File: src/rtl/dm_mem_pkg.sv
// Shared definitions for the debug-memory access controller: fixed debug
// memory locations, the region enumeration and the address decoder.
package dm_mem_pkg;

    typedef enum logic [2:0] {
        NONE   = 3'd0,
        WHERE  = 3'd1,
        DATA   = 3'd2,
        PROG   = 3'd3,
        ABSCMD = 3'd4,
        FLAGS  = 3'd5
    } dm_region_e;

    // Hart-written status locations and the WhereTo jump slot.
    localparam logic [31:0] HALTED_ADDR    = 32'h0000_0100;
    localparam logic [31:0] GOING_ADDR     = 32'h0000_0108;
    localparam logic [31:0] RESUMING_ADDR  = 32'h0000_0110;
    localparam logic [31:0] EXCEPTION_ADDR = 32'h0000_0118;
    localparam logic [31:0] WHERETO_ADDR   = 32'h0000_0300;

    // Data registers start here; the program buffer sits directly below.
    localparam logic [31:0] DATA_BASE      = 32'h0000_0380;
    localparam logic [31:0] ABSCMD_LO      = 32'h0000_02D8;
    localparam logic [31:0] ABSCMD_HI      = 32'h0000_02FF;
    localparam logic [31:0] FLAGS_LO       = 32'h0000_0400;
    localparam logic [31:0] FLAGS_HI       = 32'h0000_07FF;

    // Classify an already bus-aligned address. The status locations are
    // checked first so they can never alias into a range region.
    function automatic dm_region_e decode_region(
        input logic [31:0] addr,
        input int unsigned data_count,
        input int unsigned progbuf_size
    );
        dm_region_e  region;
        logic [31:0] data_end;
        logic [31:0] prog_start;
        data_end   = DATA_BASE + (data_count * 32'd4);
        prog_start = DATA_BASE - (progbuf_size * 32'd4);
        if ((addr == HALTED_ADDR) || (addr == GOING_ADDR) ||
            (addr == RESUMING_ADDR) || (addr == EXCEPTION_ADDR)) begin
            region = NONE;
        end else if (addr == WHERETO_ADDR) begin
            region = WHERE;
        end else if ((addr >= DATA_BASE) && (addr < data_end)) begin
            region = DATA;
        end else if ((addr >= prog_start) && (addr < DATA_BASE)) begin
            region = PROG;
        end else if ((addr >= ABSCMD_LO) && (addr <= ABSCMD_HI)) begin
            region = ABSCMD;
        end else if ((addr >= FLAGS_LO) && (addr <= FLAGS_HI)) begin
            region = FLAGS;
        end else begin
            region = NONE;
        end
        return region;
    endfunction

endpackage

File: src/rtl/dm_mem_ctrl_mh_hart_status.sv
// Per-hart halted / resumeack flags. A Resuming write to a hart beats a
// same-cycle clear of that hart's resumeack; hart ids past NrHarts never
// match any flop and are therefore ignored.
module dm_hart_status_regs #(
    parameter int unsigned NrHarts = 1,
    parameter int unsigned HartIdW = 1
) (
    input  logic               clk_i,
    input  logic               rst_ni,
    input  logic               set_halted_i,
    input  logic               set_resuming_i,
    input  logic [HartIdW-1:0] hart_id_i,
    input  logic               clear_resumeack_i,
    input  logic [HartIdW-1:0] hartsel_i,
    output logic [NrHarts-1:0] halted_o,
    output logic [NrHarts-1:0] resumeack_o
);

    logic [NrHarts-1:0] halted_r;
    logic [NrHarts-1:0] resumeack_r;
    logic [NrHarts-1:0] halted_s;
    logic [NrHarts-1:0] resumeack_s;
    logic [NrHarts-1:0] halt_hit_s;
    logic [NrHarts-1:0] resume_hit_s;
    logic [NrHarts-1:0] clear_hit_s;

    // Per-hart hit vectors and next-state flags with set-over-clear priority.
    always_comb begin
        halt_hit_s   = {NrHarts{1'b0}};
        resume_hit_s = {NrHarts{1'b0}};
        clear_hit_s  = {NrHarts{1'b0}};
        halted_s     = halted_r;
        resumeack_s  = resumeack_r;
        for (int unsigned i = 0; i < NrHarts; i++) begin
            halt_hit_s[i]   = set_halted_i      & (hart_id_i == HartIdW'(i));
            resume_hit_s[i] = set_resuming_i    & (hart_id_i == HartIdW'(i));
            clear_hit_s[i]  = clear_resumeack_i & (hartsel_i == HartIdW'(i));
            halted_s[i]     = (halted_r[i] | halt_hit_s[i]) & ~resume_hit_s[i];
            resumeack_s[i]  = (resumeack_r[i] & ~clear_hit_s[i]) | resume_hit_s[i];
        end
    end

    // Flag storage, cleared asynchronously.
    always_ff @(posedge clk_i or negedge rst_ni) begin
        if (!rst_ni) begin
            halted_r    <= {NrHarts{1'b0}};
            resumeack_r <= {NrHarts{1'b0}};
        end else begin
            halted_r    <= halted_s;
            resumeack_r <= resumeack_s;
        end
    end

    assign halted_o    = halted_r;
    assign resumeack_o = resumeack_r;

endmodule

File: src/rtl/dm_mem_ctrl_mh.sv
// Debug-memory access controller: decodes hart-side accesses into regions,
// drives status pulses and data-register write strobes, and answers every
// read one cycle later with its region and an unmapped-address error.
module dm_mem_ctrl_mh
    import dm_mem_pkg::*;
#(
    parameter int unsigned NrHarts        = 1,
    parameter int unsigned DbgAddressBits = 12,
    parameter int unsigned BusWidth       = 32,
    parameter int unsigned DataCount      = 2,
    parameter int unsigned ProgBufSize    = 16,
    localparam int unsigned HartIdW = (NrHarts > 32'd1) ? $clog2(NrHarts) : 32'd1
) (
    input  logic                        clk_i,
    input  logic                        rst_ni,
    input  logic                        req_i,
    input  logic                        we_i,
    input  logic [DbgAddressBits-1:0]   addr_i,
    input  logic [BusWidth-1:0]         wdata_i,
    input  logic [BusWidth/8-1:0]       be_i,
    input  logic [HartIdW-1:0]          hartsel_i,
    input  logic                        clear_resumeack_i,
    output logic [NrHarts-1:0]          halted_o,
    output logic [NrHarts-1:0]          resumeack_o,
    output logic                        going_o,
    output logic                        exception_o,
    output logic                        data_we_o,
    output logic [$clog2(DataCount):0]  data_idx_o,
    output logic [BusWidth-1:0]         data_wdata_o,
    output logic [BusWidth/8-1:0]       data_be_o,
    output logic                        rvalid_o,
    output logic [2:0]                  rregion_o,
    output logic [DbgAddressBits-1:0]   raddr_o,
    output logic                        rerr_o
);

    localparam int unsigned OffW = $clog2(BusWidth / 8);
    localparam int unsigned IdxW = $clog2(DataCount) + 1;

    logic [DbgAddressBits-1:0] addr_al_s;
    logic [31:0]               addr_ext_s;
    dm_region_e                region_s;
    logic                      wr_s;
    logic                      rd_s;
    logic                      halted_we_s;
    logic                      resuming_we_s;
    logic                      going_we_s;
    logic                      exception_we_s;
    logic                      data_we_s;
    logic [IdxW-1:0]           data_idx_s;

    logic                      going_r;
    logic                      exception_r;
    logic                      data_we_r;
    logic [IdxW-1:0]           data_idx_r;
    logic [BusWidth-1:0]       data_wdata_r;
    logic [BusWidth/8-1:0]     data_be_r;
    logic                      rvalid_r;
    dm_region_e                rregion_r;
    logic [DbgAddressBits-1:0] raddr_r;
    logic                      rerr_r;

    // Decode works on the bus-aligned address; the byte offset only
    // survives in the read-address echo.
    assign addr_al_s  = {addr_i[DbgAddressBits-1:OffW], {OffW{1'b0}}};
    assign addr_ext_s = 32'(addr_al_s);
    assign region_s   = decode_region(addr_ext_s, DataCount, ProgBufSize);

    assign wr_s           = req_i & we_i;
    assign rd_s           = req_i & ~we_i;
    assign halted_we_s    = wr_s & (addr_ext_s == HALTED_ADDR);
    assign resuming_we_s  = wr_s & (addr_ext_s == RESUMING_ADDR);
    assign going_we_s     = wr_s & (addr_ext_s == GOING_ADDR);
    assign exception_we_s = wr_s & (addr_ext_s == EXCEPTION_ADDR);
    assign data_we_s      = wr_s & (region_s == DATA);
    // 32-bit word index; a 64-bit access covers idx and idx+1.
    assign data_idx_s     = IdxW'((addr_ext_s - DATA_BASE) >> 2'd2);

    dm_hart_status_regs #(
        .NrHarts (NrHarts),
        .HartIdW (HartIdW)
    ) u_hart_status (
        .clk_i             (clk_i),
        .rst_ni            (rst_ni),
        .set_halted_i      (halted_we_s),
        .set_resuming_i    (resuming_we_s),
        .hart_id_i         (wdata_i[HartIdW-1:0]),
        .clear_resumeack_i (clear_resumeack_i),
        .hartsel_i         (hartsel_i),
        .halted_o          (halted_o),
        .resumeack_o       (resumeack_o)
    );

    // Response, pulse and data-strobe registers; payloads load only when used.
    always_ff @(posedge clk_i or negedge rst_ni) begin
        if (!rst_ni) begin
            going_r      <= 1'b0;
            exception_r  <= 1'b0;
            data_we_r    <= 1'b0;
            data_idx_r   <= {IdxW{1'b0}};
            data_wdata_r <= {BusWidth{1'b0}};
            data_be_r    <= {(BusWidth/8){1'b0}};
            rvalid_r     <= 1'b0;
            rregion_r    <= NONE;
            raddr_r      <= {DbgAddressBits{1'b0}};
            rerr_r       <= 1'b0;
        end else begin
            going_r     <= going_we_s;
            exception_r <= exception_we_s;
            data_we_r   <= data_we_s;
            rvalid_r    <= rd_s;
            if (data_we_s) begin
                data_idx_r   <= data_idx_s;
                data_wdata_r <= wdata_i;
                data_be_r    <= be_i;
            end
            if (rd_s) begin
                rregion_r <= region_s;
                raddr_r   <= addr_i;
                rerr_r    <= (region_s == NONE);
            end
        end
    end

    assign going_o      = going_r;
    assign exception_o  = exception_r;
    assign data_we_o    = data_we_r;
    assign data_idx_o   = data_idx_r;
    assign data_wdata_o = data_wdata_r;
    assign data_be_o    = data_be_r;
    assign rvalid_o     = rvalid_r;
    assign rregion_o    = rregion_r;
    assign raddr_o      = raddr_r;
    assign rerr_o       = rerr_r;

endmodule

File: config.mk
export PLATFORM = sky130hd
export DESIGN_NAME = dm_mem_ctrl_mh
export DESIGN_NICKNAME = d
export VERILOG_FILES = /design/src/rtl/dm_mem_pkg.sv /design/src/rtl/dm_mem_ctrl_mh_hart_status.sv /design/src/rtl/dm_mem_ctrl_mh.sv
export SDC_FILE = /design/constraint.sdc
export NUM_CORES = 1
export LEC_CHECK = 0
export ABC_AREA = 1
export CAP_MARGIN = 15
export CELL_PAD_IN_SITES_DETAIL_PLACEMENT = 1
export CELL_PAD_IN_SITES_GLOBAL_PLACEMENT = 2
export CORE_ASPECT_RATIO = 0.9
export CORE_MARGIN = 5
export CORE_UTILIZATION = 37
export DETAILED_ROUTE_END_ITERATION = 8
export DONT_BUFFER_PORTS = 1
export PLACE_DENSITY_LB_ADDON = 0.1
export SLEW_MARGIN = 10
export SYNTH_ARGS = -nofsm -noshare
export SYNTH_HDL_FRONTEND = slang
export SYNTH_SLANG_ARGS = --single-unit
File: constraint.sdc
create_clock -name clk_i -period 1.5 [get_ports clk_i]
set_input_delay 0.3 -clock clk_i [delete_from_list [all_inputs] [get_ports clk_i]]
set_output_delay 0.3 -clock clk_i [all_outputs]
set_load 0.005 [all_outputs]
==> impl_summary.log <==
[metrics] status: complete, but fails checks
[metrics] violated checks: negative hold slack
[metrics] share of cell area taken by muxes after synthesis: 0%
[metrics] area post-placement: 2660 um^2
[metrics] count of final max-slew check failures: 0
[metrics] Core Region: 6660 um^2
[metrics] First DRT Iteration DRCs: 80
[metrics] final net count: 346
[metrics] wire length reported by the detailed router: slightly below 7000 um
[metrics] initial antenna violation count: 0
[metrics] detailed-routing iteration count for the pre-antenna-repair pass: 4
[metrics] dominant cells by area after synthesis: dfrtp_1, nand2_1, nand4_1
[metrics] wire length per cell: 18.0 um
[metrics] Post-CTS Setup Repair Bufs: 0
[metrics] sequential element share of the synthesized area: roughly three fifths
[metrics] row cnt: 28
[metrics] slew of the pin with the lowest slew margin: 331 ps
[metrics] post-synthesis adder-cell area fraction: 0%
[metrics] die extent in y: slightly below 90 um
[metrics] dpl hpwl: 4880 um
[metrics] Die X-Extent: 97.6 um
[metrics] Final Hold Viols: 60
[metrics] most used cells in the layout excluding fill and tap cells: nand2_1, dfrtp_1, nand4_1, nor2_1, inv_1
[metrics] setup repair after global routing missed its margin: false
[metrics] cell taking the most area after synthesis: dfrtp_1
[metrics] worst-case hold slack: -352 ps
[metrics] min setup slack post-route: 448 ps
[metrics] final count of negative-setup-slack endpoints: 0
[metrics] switching power as a share of total power: 24.4%
[metrics] combinational share of power: 6.4%
[metrics] Final Cell Area: 2860 um^2
[metrics] number of unique standard cell types used by synthesis: 18
[metrics] quantity of gates resized following cts: 0
[metrics] Synth-to-Final Area Change: 12.1%
[metrics] clock latency reported for the late side of the worst-skew pair: 330 ps
[metrics] Initial Utilization: 38.3%
[metrics] average instance area after synthesis: 8.77 um^2
[metrics] total instance count after detailed placement: 371
[metrics] ANT nets after route: 0
[metrics] Worst IR Drop VDD: 0.468 mV
[metrics] via count of the first global-routing pass: between 2k and 2.5k
[metrics] TritonCTS clock tree: done
[metrics] post-route total power: 3.55 mW
[metrics] prevailing post-synth register cell: dfrtp_1
[metrics] overflow left after global routing: 0
[metrics] most common library cell in the layout ignoring fill and taps: nand2_1
[metrics] Worst EP arrival: 750 ps
[metrics] path class of the lowest-slack min-delay path: in2async
[metrics] data required time at the worst endpoint: 1200 ps
[metrics] relative contribution of the clock network to total power: 41.0%
[metrics] Net Sw Power: 0.868 mW
[metrics] total power divided by cell area: 1240 nW/um^2
[metrics] number of max-capacitance violations reported: 0
[metrics] antenna cell count: 0
[metrics] H-tree Lvls: 3
[metrics] pin count of the biggest net entering global routing: 61
[metrics] CTS max path bufs: 2
[metrics] number of nets produced by synthesis: 345
[metrics] master cell of the clock root buffer: clkbuf_8
[metrics] Worst-path clk slew: 70 ps
[metrics] TritonCTS sink count: 60
[metrics] headroom to the max-slew limit: about 78%
[metrics] routability-driven placement congestion ratio: about 0.74
[metrics] share of the synthesized netlist area taken by xor and xnor gates: 0%
[metrics] startpoint type of the worst setup path: flip-flop
[metrics] Top Ports: between 100 and 150
[metrics] P_int: about 2.7 mW
[metrics] count of warnings emitted by yosys: 0
[metrics] gr usage total: between 10% and 20%
[metrics] IO buf count: 0
[metrics] first-pass GRT wire length: roughly 11,000 um
[metrics] share of flip-flops with an asynchronous set or reset: 100%
[metrics] flip-flop and latch count after synthesis: 60
[metrics] Critical Path Fanout Max: 2
[metrics] sequential share of power: between 50 and 60%
[metrics] number of buffers inserted during clock tree synthesis: 9
[metrics] Max Clk Rate: 0.951 GHz
[metrics] static leakage: 1.52 nW
[metrics] complex-gate fraction of the synthesized area: 2.75%
[metrics] synthesized instance count: approximately 290
[metrics] count of flip-flops with a built-in enable after synthesis: 0
[metrics] die outline area: 8660 um^2
[metrics] worst clock skew: 0 ps
[metrics] Post-Synth Simple-Gate Area: about a third
[metrics] type of the worst setup path: reg2out
[metrics] Final Critical Period: 1050 ps
[metrics] vias: 1,981
[metrics] proportion of layout cells with a drive suffix above 1: 9.46%
[metrics] remaining design rule violation count: 0
[metrics] setup total negative slack: 0 ps
[metrics] share of the clock period used by the worst path after layout: 70.1%
[metrics] combinational family with the most area after synthesis: simple AND/OR/NAND/NOR gates
[metrics] worst setup slack before clock tree synthesis: about 140 ps
[metrics] number of non-filler instances in the completed layout: 386
[metrics] DR vias/cell: 5.13
[metrics] area share of the largest cell type after synthesis: about 59%
[metrics] summed instance area of the synthesized netlist: around 2600 um^2
[metrics] crit end category: output pin
-- logic make-up (layout without fill, tap and decap cells) --
group                  count (synthesis)  after routing
flip-flops                            60             60
AND/OR/NAND/NOR                      182            182
buffers and inverters                 35             40
AO/OA/AOI/OAI                         14             14
-- Yosys cell counts, types with 2 or more instances --
cell type / number
nor2_2: 2
nor2_1: 18
clkbuf_1: 5
nor3_1: 3
dfrtp_1: 60
buf_6: 2
o21ai_0: 13
nand2_1: 112
buf_2: 7
inv_1: 15
nand3_1: 6
buf_4: 4
nand4_1: 39
-- power by group through the flow --
| stage | sequential, mW | clock, mW | combinational, mW |
|---|---|---|---|
| 4_1_cts | 1.88 | 1.52 | 0.232 |
| 6_report | 1.87 | 1.46 | 0.226 |
| 3_5_place_dp | 1.91 | 0 | 0.232 |
| 5_1_grt | 1.89 | 1.61 | 0.269 |
| 2_1_floorplan | 1.86 | 0 | 0.177 |
| 3_3_place_gp | 1.90 | 0 | 0.226 |
-- routing by layer --
layer / vias up / part of all wire, % / GRT usage (%)
met1: 947 / 43 / 20.7
met5: - / 0 / 0
met3: 8 / 9.6 / 8.27
met2: 73 / 46 / 26.8
li1: 953 / - / -
met4: 0 / 1.0 / 5.66
-- final timing paths --
path                                           start                   endpoint  slack [ps]  depth (start not counted)
max in group asynchronous                     rst_ni                 raddr_o[3]        1730                          0
max                                    data_idx_o[0]              data_idx_o[0]         450                          0
min reg2reg                               raddr_o[7]                 raddr_o[7]         500                          2
min in group clk_i                         addr_i[8]                 raddr_o[8]          90                          2
max reg2reg                u_hart_status.resumeack_o  u_hart_status.resumeack_o         810                          2
min                                           rst_ni           data_wdata_o[24]        -350                          0
-- layout make-up --
class | count | area [um^2]
Inverter | 17 | 63.8
Clock inverter | 4 | 48.8
Clock buffer | 11 | 151
Sequential cell | 60 | 1500
Tap cell | 90 | 113
Fill cell | 789 | 3790
Multi-Input combinational cell | 196 | 886
Timing Repair Buffer | 8 | 97.6
-- state kept, by name (all words and copies together) (netlist names) --
name	count
raddr_o	12
data_be_o	4
u_hart_status.halted_o	1
rerr_o	1
exception_o	1
rregion_o	3
data_we_o	1
going_o	1
data_wdata_o	32
data_idx_o	2
u_hart_status.resumeack_o	1
rvalid_o	1
-- through the flow --
stage,utilization [%],hold WS (ps)
2_1_floorplan,-,4.41
4_1_cts,43.0,-378
3_3_place_gp,40.0,6.05
5_1_grt,43.0,-393
3_5_place_dp,40.0,5.92
6_report,43.0,-352
Power figures use the tool's default switching activity.
